===== config.mk =====
export PLATFORM = sky130hd
export DESIGN_NAME = apb_slave_regbank
export DESIGN_NICKNAME = d
export VERILOG_FILES = /design/src/rtl/apb_slv_pkg.sv /design/src/rtl/apb_slv_decode.sv /design/src/rtl/apb_slave_regbank.sv
export SDC_FILE = /design/constraint.sdc
export NUM_CORES = 1
export LEC_CHECK = 0
export CAP_MARGIN = 30
export CORE_MARGIN = 2
export CORE_UTILIZATION = 60
export CTS_CLUSTER_DIAMETER = 200
export CTS_CLUSTER_SIZE = 14
export DETAILED_ROUTE_END_ITERATION = 10
export GPL_ROUTABILITY_DRIVEN = 0
export PLACE_DENSITY = 0.79
export SETUP_SLACK_MARGIN = 0.15
export SYNTH_ARGS = -nofsm -noshare
export SYNTH_HDL_FRONTEND = slang
export SYNTH_SLANG_ARGS = --single-unit

===== constraint.sdc =====
create_clock -name Hclk -period 50 [get_ports Hclk]
set_clock_uncertainty 0.05 [all_clocks]
set_input_delay 15 -clock Hclk [delete_from_list [all_inputs] [get_ports Hclk]]
set_output_delay 15 -clock Hclk [all_outputs]
set_load 0.03 [all_outputs]

===== src/rtl/apb_slv_pkg.sv =====
// apb_slv_pkg: shared FSM state type and constants for the APB slave register bank.
package apb_slv_pkg;
    typedef enum logic [1:0] {ST_IDLE, ST_SETUP, ST_ACCESS} apb_state_t;
    localparam logic [31:0] ID_DEFAULT = 32'hA2B0_0001;
    localparam logic [7:0] ERR_SAT = 8'hFF;
endpackage


===== src/rtl/apb_slv_decode.sv =====
// apb_slv_decode: maps an APB byte address to a word index and flags misaligned or out-of-window addresses.
module apb_slv_decode #(
    parameter int NREGS = 16
) (
    input  logic [31:0]              Paddr,
    output logic [$clog2(NREGS)-1:0] idx,
    output logic                     dec_err
);
    localparam int AW = $clog2(NREGS);
    logic unused_hi;
    // Bits above 25 belong to the bridge's peripheral decode and are ignored here.
    assign unused_hi = ^Paddr[31:26];
    assign idx = Paddr[AW+1:2];
    assign dec_err = (|Paddr[1:0]) | (|Paddr[25:AW+2]);
endmodule


===== src/rtl/apb_slave_regbank.sv =====
// apb_slave_regbank: APB slave register file with registered read data and a one-cycle error pulse.
// APB_SLV_ERRCNT_EN adds a saturating protocol error counter readable in the last register.
module apb_slave_regbank
    import apb_slv_pkg::*;
#(
    parameter int          NREGS    = 16,
    parameter logic [31:0] ID_VALUE = ID_DEFAULT
) (
    input  logic        Hclk,
    input  logic        Hreset,
    input  logic        Psel,
    input  logic        Penable,
    input  logic        Pwrite,
    input  logic [31:0] Paddr,
    input  logic [31:0] Pwdata,
    output logic [31:0] Prdata,
`ifdef APB_SLV_ERRCNT_EN
    output logic [7:0]  err_count,
`endif
    output logic        Pslverr
);
    localparam int AW = $clog2(NREGS);
    localparam logic [AW-1:0] LAST = AW'(NREGS - 1);
    apb_state_t state, state_next;
    logic [31:0] lat_addr;
    logic lat_write;
    logic [31:0] regs [NREGS];
    logic [AW-1:0] idx;
    logic dec_err, setup_go, access_ok, proto_err, err_pulse, wr_en;
    logic [31:0] rd_val;

    apb_slv_decode #(.NREGS(NREGS)) u_decode (
        .Paddr  (Paddr),
        .idx    (idx),
        .dec_err(dec_err)
    );

    always_comb begin
        setup_go   = Psel & ~Penable & (state != ST_SETUP);
        // The access phase must repeat exactly the address and direction seen in setup.
        access_ok  = (state == ST_SETUP) & Psel & Penable & (Paddr == lat_addr) & (Pwrite == lat_write);
        proto_err  = ((state == ST_IDLE) & Psel & Penable) | ((state == ST_SETUP) & ~access_ok) |
                     ((state == ST_ACCESS) & Psel & Penable);
        err_pulse  = proto_err | (access_ok & dec_err);
        wr_en      = access_ok & lat_write & ~dec_err;
        state_next = setup_go ? ST_SETUP : access_ok ? ST_ACCESS : ST_IDLE;
`ifdef APB_SLV_ERRCNT_EN
        rd_val = dec_err ? 32'h0 : (idx == '0) ? ID_VALUE : (idx == LAST) ? {24'h0, err_count} : regs[idx];
`else
        rd_val = dec_err ? 32'h0 : (idx == '0) ? ID_VALUE : regs[idx];
`endif
    end

    always_ff @(posedge Hclk or posedge Hreset) begin
        if (Hreset) begin
            state     <= ST_IDLE;
            lat_addr  <= '0;
            lat_write <= 1'b0;
            Prdata    <= '0;
            Pslverr   <= 1'b0;
            for (int i = 0; i < NREGS; i++) regs[i] <= '0;
`ifdef APB_SLV_ERRCNT_EN
            err_count <= '0;
`endif
        end else begin
            state   <= state_next;
            Pslverr <= err_pulse;
            if (setup_go) begin
                lat_addr  <= Paddr;
                lat_write <= Pwrite;
                if (!Pwrite) Prdata <= rd_val;
            end
`ifdef APB_SLV_ERRCNT_EN
            if (wr_en && idx != '0 && idx != LAST) regs[idx] <= Pwdata;
            if (wr_en && idx == LAST) err_count <= '0;
            else if (err_pulse && err_count != ERR_SAT) err_count <= err_count + 8'd1;
`else
            if (wr_en && idx != '0) regs[idx] <= Pwdata;
`endif
        end
    end
endmodule


Yosys cells after proc, flatten, opt, wreduce, memory -nomap -nowiden
Cells that the tools add are included.
Storage, ports and cells
  register bits after elaboration: 580
  input bits: 69
  output and inout port bits: 33
  logic and storage cells: 69
Cells by class
  order comparisons: 2
  equal/unequal tests: 5
  muxes and demuxes: 10
  bitwise operators: 23
  reduce and logical (&&, ||, !) cells: 8
Operators by type and width (number)
  $bwmux 512: 1
  $mux 32: 5
  $bmux 32 s4: 1
  $demux 32 s4: 1
  $eq 32x32->1: 1
  $reduce_or 20->1: 1
  $and 1x1->1: 14
  $ge 5x5->1 const B: 1
  $lt 5x1->1 const B: 1
  $not 4->5: 1
  $logic_not 4->1: 1
  $mux 2: 2
  $not 1->1: 4
  $or 1x1->1: 4
  $reduce_bool 4->1: 1
  $eq 2x1->1 const B: 1
  $eq 2x2->1 const B: 1
  $logic_and 1x1->1: 2
  $logic_not 2->1: 1
  $ne 2x1->1 const B: 1
  $reduce_and 2->1: 1
  $reduce_or 2->1: 1
  $eq 1x1->1: 1

Logic depth before layout (Yosys ltp)
Gate-level depths: netlist (run 1).
  word-level depth: 10
  gate-level depth with buffers: 9
  gate-level depth less buffers: 5

By module
Synthesis (run 1) repeated with hierarchy kept, for this count alone.
Unflattened totals
  cell total of the unflattened synthesis: 1645
  area total of the unflattened synthesis: 25658.4 um^2
By module, submodules not included
  apb_slave_regbank: instances 1, cells an instance 1634, area each 25582.0 um^2, seq. area each 14338.8 um^2
  apb_slv_decode: instances 1, cells an instance 11, area each 76.3 um^2, seq. area each 0.0 um^2

Least setup slack after synthesis (run 1)
OpenSTA, ideal clock, no wires.
  path kind: input port to flip-flop
  start: in Paddr[3]
  end: reg regs[96] (netlist bit)
  setup time: 125 ps
  data arrival time: 16808 ps
  required time: 49825 ps
  path slack: 33018 ps
  cell stages on the path: 8
  cells stage by stage: buf_2 -> or4_1 -> nand4_2 -> buf_4 -> nor3_1 -> nand4_1 -> buf_4 -> mux2_2
Between the ends
  word-level cells in the longest chain between the ends: 6
  elaborated cells on any way between the ends: 14
  classes of those cells: order compare (2); eq/ne (1); mux (3); bitwise (5); reduce/logical (3)
Ends and longest elaborated chain
  start, declared: line apb_slave_regbank.sv:14  | input logic [31:0] Paddr,
  $not 4->5 (implied by the code) or $eq 32x32->1 (tied branches): line apb_slave_regbank.sv:78, apb_slave_regbank.sv:41
  $ge 5x5->1 (implied by the code) (tied with other cells): line apb_slave_regbank.sv:78  | if (wr_en && idx != '0) regs[idx] <= Pwdata;
  $logic_and 1x1->1 (implied by the code) or $and 1x1->1 (tied branches): line apb_slave_regbank.sv:78, apb_slave_regbank.sv:41
  $mux 32 (implied by the code) or $and 1x1->1 (tied branches): line apb_slave_regbank.sv:78, apb_slave_regbank.sv:45
  $demux 32 s4 or $and 1x1->1 (tied branches): line apb_slave_regbank.sv:78, apb_slave_regbank.sv:45
  $bwmux 512 or $logic_and 1x1->1 (tied branches): line apb_slave_regbank.sv:78
  end signal, assigned by index: line apb_slave_regbank.sv:78
  end, declared: line apb_slave_regbank.sv:27  | logic [31:0] regs [NREGS];
Several ways; a longest one is shown, not always the timed one.
A chain may end at the register's enable or synchronous reset.

Worst setup path after layout (run 1)
  start: in Paddr[0]
  end: reg regs[11] (netlist bit)
Between the ends
  word-level cells in the longest chain between the ends: 6
  elaborated cells on any way between the ends: 9
  classes of those cells: eq/ne (1); bitwise (6); reduce/logical (2)
Ends and longest elaborated chain
  $eq 32x32->1: line apb_slave_regbank.sv:41  | access_ok = (state == ST_SETUP) & Psel & Penable & (Paddr == lat_addr) & (Pwrite == lat_write);
  $and 1x1->1 (2 in series): line apb_slave_regbank.sv:41
  $and 1x1->1: line apb_slave_regbank.sv:45  | wr_en = access_ok & lat_write & ~dec_err;
  $and 1x1->1 *: line apb_slave_regbank.sv:45
  $logic_and 1x1->1 *: line apb_slave_regbank.sv:78
Every way passes the cells marked *; elsewhere a longest branch is shown, timed or not.

==> flow_summary.toml, run 1 <==
[die]
start_util_pct = 60.7
ios = 102
fp-row-count = 76
die_y_um = 213
die_area_um2 = 45200
core_um2 = 43100
die-width_um = 213

[min_path]
hold_end = "regs[481]"
min-delay-start = "regs[481]"
min_path_type = "register to register"
min_path_cells = 0

[power]
leakage_uw = 0.0141
p_per_area_nw_per_um2 = 29.8
p_total_uw = 855
ir_worst_vdd_mv = 0.0233

[critical_path]
cp_max_fo = 32
path_depth = 6
critical_path_required_ns = 50.40
crit_buf_inv = 1
max_stage_delay_ns = 0.82
cp.arrival_ns = 18.60
r2r_cells = 6
regToRegSetupSlack_ns = 46.85
crit_chain = "clkdlybuf4s50_1 > nor4_2 > nand4_2 > nor4_1 > nand4_4 > mux2_1"
rr_endpoint = "regs[362]"
worstSetupStartpointType = "input pin"
reg2reg_from = "lat_addr[21]"
critical-path-top-delay-family = "simple AND/OR/NAND/NOR gates"
cpMaxStageDelayCell = "nand4_4"
path_class = "input pin to register"
endpoint_kind = "register"

[clock_network]
post_cts_buffers = 0
clk_pin_slew_ns = 0.06
post_cts_resized = 0
cts_root_buffer = "clkbuf_16"
cts_made_buffers = 46
cts_tree = "yes"
cts_buffer_depth = 3
cts_sinks = 573
holdBufCountCts = 0
ctsHtreeMaxLevel = 2
insertion_delay_ns = 0.58

[synth]
avgSynthCellArea_um2 = 15.8
synth_cell_types = 45
synth-simple-area-share_pct = 3.65
synthXorXnorAreaFrac_pct = 1.13
synthCells = 1659
synthMuxAreaShare_pct = 34.0
synth_area_um2 = 26100
synth_async_sr_flop_share_pct = 100
synth_nets = 1728
synth_enable_flop_cells = 0
ys_ff_latch = 573
synth_top_family_by_area = "multiplexers"
ys.flop_type = "dfrtp_1"
synthAdderAreaFrac_pct = 0
yosysWarnings = 0
synth-seq-area-share_pct = 54.9
synth_compound_area_share_pct = 2.84

[timing]
relSlewSlack_pct = 34.2
final-hold-violation-count = 0
max_slew.worst_pin.slew_ns = 0.984
max_clock_freq_ghz = 0.0549
fin_hold_ws_ns = 0.324
timing.final.ws_setup_ns = 31.80
period_share_pct = 36.4
rsz0062_at_grt = "false"
slew_viol_final = 0
setup_viol = 0
min_period_ns = 18.20
tns_ns = 0

[drt]
drc = 0
drt_iter0_drc = 905
wirelength_mm = 55.7
routedWlPerCell_um = 24.5
routed_via_density = 6.32
vias = 14330
drt_first_pass_iters = 4
ant_nets = 0

[placement]
dpl_cell_area_um2 = 27400
dp_hpwl_mm = 32.8
io_buffers = 101
preCtsSetupSlack_ns = 31.21

[global_routing]
grt_antenna_before_repair = 1
grt_pass1_vias = 15657
grt_usage_pct = 26.0
grt_pass1_wl_mm = 89.5
grt_max_degree = 123
gr-total-overflow = 0

[flow_run]
maxCapViolCount = 0

[final_layout]
fin_nets = 1750
fin_area_um2 = 28700
drive_gt1_share_pct = 30.5
diodes = 0
syn2layout_area_growth_pct = 9.78

[outcome]
status = "completed"
-- cells in the mapped netlist (25+ instances only) --
library cell / count / area, µm²
mux2_2: 219 / 2470
buf_6: 30 / 338
clkbuf_1: 86 / 323
dfrtp_1: 573 / 14300
mux4_2: 117 / 2640
nand2_1: 47 / 176
mux2_4: 58 / 871
o21ai_0: 33 / 165
mux2_1: 251 / 2830
a221oi_1: 25 / 219
a22o_1: 26 / 228
xnor2_1: 32 / 280
-- flip-flops by register name (all words and copies together), names as in the netlist --
signal	count
regs	505
Prdata	32
lat_addr	32
state	2
Pslverr	1
lat_write	1
-- worst max path at each step --
stage	startpoint	slack, ns	end
global route	Paddr[21]	31.69	regs[13]
detailed placement	Paddr[0]	31.21	regs[25]
global placement	Paddr[5]	30.98	regs[39]
CTS	Paddr[0]	31.82	regs[22]
finish	Paddr[0]	31.80	regs[11]
floorplan	Hreset	18.92	Prdata[0]
-- layer usage --
layer	track usage [%]	vias to the layer above	share of wire, %
met4	7.79	2	2.5
met5	0	-	0.023
met1	36.7	7751	45
met2	41.5	335	48
li1	-	6149	-
met3	4.97	93	5.1
-- kinds of logic after synthesis --
family / after synthesis
compound gates: 103
xor+xnor: 33
buf+inv: 166
flops: 573
mux: 653
simple gates: 131
-- cells in the final DEF, fill, tap and decap left out, drive strengths merged, types with 2 or more instances in the layout --
master	count
dfrtp	573
mux2	528
mux4	117
clkdlybuf4s50	98
clkbuf	51
nand2	47
buf	39
o21ai	33
xnor2	33
nand4	29
a22o	26
a221oi	25
nor4	15
nor3	14
mux2i	8
nand2b	6
a21oi	6
nor2	6
o22ai	5
a2111oi	5
nor2b	3
and2	2
inv	2
-- stage by stage --
step	utilization (%)	instances
6_report	66.6	2268
5_1_grt	66.6	2268
4_1_cts	66.4	2263
3_5_place_dp	63.5	2213
3_3_place_gp	63.0	2204
2_1_floorplan	-	1659
-- area by class of cell --
type | instances | area, µm²
clock buffers | 50 | 1230
flip-flops and latches | 573 | 14300
well taps | 585 | 732
multi-input cells | 920 | 10900
repair buffers | 138 | 1490
inverters | 2 | 15.0
fillers | 2955 | 14400
-- power breakdown --
part | leakage [µW] | internal [µW] | total [µW] | switching [µW]
sequential | 0.00793 | 468 | 472 | 3.41
combinational | 0.00557 | 20.2 | 53.3 | 33.1
clock | 0.000605 | 172 | 330 | 158
Power figures use the tool's default switching activity.
==> run 2: changes to the inputs <==
- clock period: 50 -> 18.8 ns (I/O delays scaled with it)
==> flow_summary.toml, run 2 (synthesis gave the netlist of run 1 again) <==
[drt]
routedWlPerCell_um = 24.6
ant_nets = 0
vias = 14364
wirelength_mm = 55.6
drc = 0
routed_via_density = 6.35
drt_first_pass_iters = 4
drt_iter0_drc = 849

[die]
die_y_um = 213
die-width_um = 213
fp-row-count = 76
ios = 102
start_util_pct = 60.7
die_area_um2 = 45200
core_um2 = 43100

[critical_path]
cp_max_fo = 62
endpoint_kind = "register"
cp.arrival_ns = 9.74
worstSetupStartpointType = "input pin"
critical_path_required_ns = 19.22
path_class = "input pin to register"

[final_layout]
reg_top3 = "regs x505, Prdata x32, lat_addr x32"
final_cell_mix = "dfrtp_1, mux2_1, mux2_2"
layout_commonest_cell = "dfrtp_1"
fin_nets = 1743
fin_area_um2 = 28600
drive_gt1_share_pct = 30.3
final_cells = 2262
top_register = "regs"
syn2layout_area_growth_pct = 9.44
largest_reg_flops = 505

[placement]
dp_hpwl_mm = 32.4
preCtsSetupSlack_ns = 8.97
dpl_cell_area_um2 = 27300
io_buffers = 101
place_inst = 2208

[power]
p_total_uw = 2280
p_sw_uw = 518
p_per_area_nw_per_um2 = 79.5
combPwrFrac_pct = 6.2
leakage_uw = 0.0141
clock_power_share_pct = 38.7
p_int_uw = 1760
switching_share_pct = 22.8
seq_power_share_pct = 55.2
ir_worst_vdd_mv = 0.0663

[timing]
min_period_ns = 9.32
setup_viol = 0
max_slew.worst_pin.slew_ns = 1.15
tns_ns = 0
rsz0062_at_grt = "false"
timing.final.ws_setup_ns = 9.48
final-hold-violation-count = 0
relSlewSlack_pct = 23.1
period_share_pct = 49.6
max_clock_freq_ghz = 0.107
slew_viol_final = 0

[clock_network]
cts_sinks = 573
insertion_delay_ns = 0.59
holdBufCountCts = 0
cts_root_buffer = "clkbuf_16"
cts_made_buffers = 46
ctsHtreeMaxLevel = 2
cts_buffer_depth = 3
clk_pin_slew_ns = 0.06
cts_tree = "yes"
post_cts_buffers = 0
post_cts_resized = 0

[outcome]
status = "completed"

[global_routing]
grt_pass1_vias = 15562
gr-total-overflow = 0
grt_max_degree = 193
grt_pass1_wl_mm = 89.3
grt_antenna_before_repair = 2
grt_usage_pct = 25.8

[min_path]
min_path_type = "register to register"

[flow_run]
maxCapViolCount = 0
-- run 2: power groups by stage --
stage / registers [µW] / logic, µW / clock network (µW)
after detailed placement: 1280 / 141 / 0
final: 1250 / 141 / 880
after CTS: 1250 / 142 / 899
after global routing: 1260 / 155 / 945
after global placement: 1280 / 137 / 0
after floorplan: 1280 / 90.0 / 0
-- run 2: critical path, stage by stage --
cell,delay (ns)
clkbuf_8,0.58
buf_4,0.59
or4_1,0.25
nand4_2,0.46
nor4_1,0.54
nand4_1,0.71
buf_4,0.56
mux2_2,0.34
-- run 2: metrics by stage --
| step | hold WS [ns] | util (%) |
|---|---|---|
| global route | 0.335 | 66.4 |
| detailed placement | 0.313 | 63.4 |
| finish | 0.323 | 66.4 |
| floorplan | 0.375 | - |
| global placement | 0.310 | 63.1 |
| CTS | 0.327 | 66.2 |
-- run 2: final cells by class --
cell class	instances	area, µm²
Antenna cell	1	2.50
Clock buffer	50	1230
Fill cell	2983	14500
Inverter	2	11.3
Multi-Input combinational cell	920	10900
Sequential cell	573	14300
Tap cell	585	732
Timing Repair Buffer	131	1400
-- run 2: final timing paths --
kind / start / to / slack, ns / cells past startpoint
min in group asynchronous: Hreset / Prdata[26] / 5.60 / 3
setup / recovery: Paddr[2] / regs[169] / 9.48 / 8
hold reg to reg: regs[497] / regs[497] / 0.32 / 0
max in group asynchronous: Hreset / regs[142] / 10.59 / 5
setup reg to reg: lat_addr[19] / regs[139] / 15.19 / 7
hold / removal: regs[497] / regs[497] / 0.32 / 0
-- run 2: metal layers --
| metal | vias to the layer above | wire length (µm) | global-route usage [%] |
|---|---|---|---|
| met5 | - | 16 | 0 |
| met4 | 2 | 1180 | 6.03 |
| met3 | 92 | 2550 | 4.47 |
| met2 | 314 | 27200 | 42.3 |
| met1 | 7817 | 24700 | 36.8 |
| li1 | 6139 | - | - |
==> run 3: changes to the inputs <==
- CORE_UTILIZATION: 60 -> 55
- PLACE_DENSITY: 0.79 -> 0.76
- clock period: 18.8 -> 7.8 ns (I/O delays scaled with it)
==> flow_summary.toml, run 3 (synthesis gave the netlist of run 1 again) <==
[clock_network]
clk_pin_slew_ns = 0.06
cts_tree = "yes"
post_cts_buffers = 0
cts_made_buffers = 46
insertion_delay_ns = 0.59
cts_sinks = 573
ctsHtreeMaxLevel = 2
holdBufCountCts = 0
cts_root_buffer = "clkbuf_16"
cts_buffer_depth = 3
post_cts_resized = 0

[drt]
drc = 0
routed_via_density = 6.31
ant_nets = 0
drt_first_pass_iters = 5
vias = 14480
routedWlPerCell_um = 25.1
wirelength_mm = 57.5
drt_iter0_drc = 916

[die]
die_area_um2 = 49300
start_util_pct = 55.9
fp-row-count = 79
die-width_um = 222
ios = 102
die_y_um = 222
core_um2 = 46800

[placement]
io_buffers = 101
preCtsSetupSlack_ns = 1.59
dp_hpwl_mm = 33.7

[min_path]
min_path_type = "register to register"

[critical_path]
cp_max_fo = 24
cpMaxStageDelayCell = "clkdlybuf4s50_1"
worstSetupStartpointType = "input pin"
endpoint_kind = "register"
max_stage_delay_ns = 0.81
path_class = "input pin to register"
critical_path_required_ns = 8.21
crit_buf_inv = 2
crit_chain = "clkdlybuf4s50_1 > or4_1 > nand4_2 > nor4_1 > nand4_4 > buf_4 > mux2_1"
cp.arrival_ns = 6.02
critical-path-top-delay-family = "simple AND/OR/NAND/NOR gates"

[timing]
period_share_pct = 71.9
min_period_ns = 5.61
max_slew.worst_pin.slew_ns = 1.14
tns_ns = 0
relSlewSlack_pct = 24.2
rsz0062_at_grt = "false"
slew_viol_final = 0
max_clock_freq_ghz = 0.178
timing.final.ws_setup_ns = 2.19
final-hold-violation-count = 0
setup_viol = 0
fin_hold_ws_ns = 0.322

[power]
p_int_uw = 4230
switching_share_pct = 22.6
seq_power_share_pct = 55.3
p_total_uw = 5470
ir_worst_vdd_mv = 0.175
leakage_uw = 0.0141
p_per_area_nw_per_um2 = 190
combPwrFrac_pct = 6.2
clock_power_share_pct = 38.6
p_sw_uw = 1240

[final_layout]
diodes = 0
final_cell_mix = "dfrtp_1, mux2_1, mux2_2"
finish.utilization_pct = 61.5
largest_reg_flops = 505
syn2layout_area_growth_pct = 9.95
reg_top3 = "regs x505, Prdata x32, lat_addr x32"
top_register = "regs"
drive_gt1_share_pct = 30.7
ff_latch_area_um2 = 14300
fin_nets = 1754
layout_commonest_cell = "dfrtp_1"
nFillCells = 3448
multi_input_area_um2 = 10900

[outcome]
status = "completed"

[global_routing]
grt_pass1_wl_mm = 92.0
grt_pass1_vias = 15505
grt_antenna_before_repair = 4
grt_max_degree = 198
gr-total-overflow = 0
grt_usage_pct = 24.2

[flow_run]
maxCapViolCount = 0
run 3: cell types whose count changed in the layout (fill, tap and decap cells not counted), sizes merged:
cell,previous run,this run
buf,31,43
clkbuf,52,51
diode,1,0
run 3: stage by stage:
stage | instances | cell area [µm²]
final | 2294 | 28700
after global routing | 2294 | 28700
after CTS | 2293 | 28700
after detailed placement | 2243 | 27500
after global placement | 2232 | 27300
after floorplan | 1659 | 26100
run 3: area by class of cell:
| cell class | count | share of cell area, % |
|---|---|---|
| multi-input cells | 920 | 37.9 |
| repair buffers | 142 | 5.28 |
| clock buffers | 50 | 4.28 |
| well taps | 607 | 2.64 |
| flip-flops and latches | 573 | 49.9 |
| inverters | 2 | 0.0392 |
run 3: power by group through the flow:
| stage | Clock [µW] | Sequential, µW | Combinational [µW] |
|---|---|---|---|
| 3_5_place_dp | 0 | 3080 | 342 |
| 4_1_cts | 2160 | 3020 | 343 |
| 5_1_grt | 2280 | 3020 | 372 |
| 3_3_place_gp | 0 | 3080 | 333 |
| 6_report | 2110 | 3020 | 337 |
| 2_1_floorplan | 0 | 3080 | 217 |
run 3: metal layers:
layer,vias to the layer above,wire length (µm),GRT usage [%]
met4,6,1210,5.65
met1,7838,25800,35.0
li1,6166,-,-
met2,370,27500,38.5
met3,100,2970,4.29
met5,-,44,0
run 3: path summary, 6_finish.rpt:
| kind | startpoint | end | slack, ns | cells after the start |
|---|---|---|---|---|
| setup / recovery | Paddr[4] | regs[39] | 2.19 | 7 |
| hold / removal | regs[481] | regs[481] | 0.32 | 0 |
| setup reg to reg | lat_write | regs[135] | 4.50 | 7 |
| hold reg to reg | regs[481] | regs[481] | 0.32 | 0 |
| max in group asynchronous | Hreset | regs[166] | 4.10 | 4 |
| min in group asynchronous | Hreset | regs[474] | 1.98 | 2 |
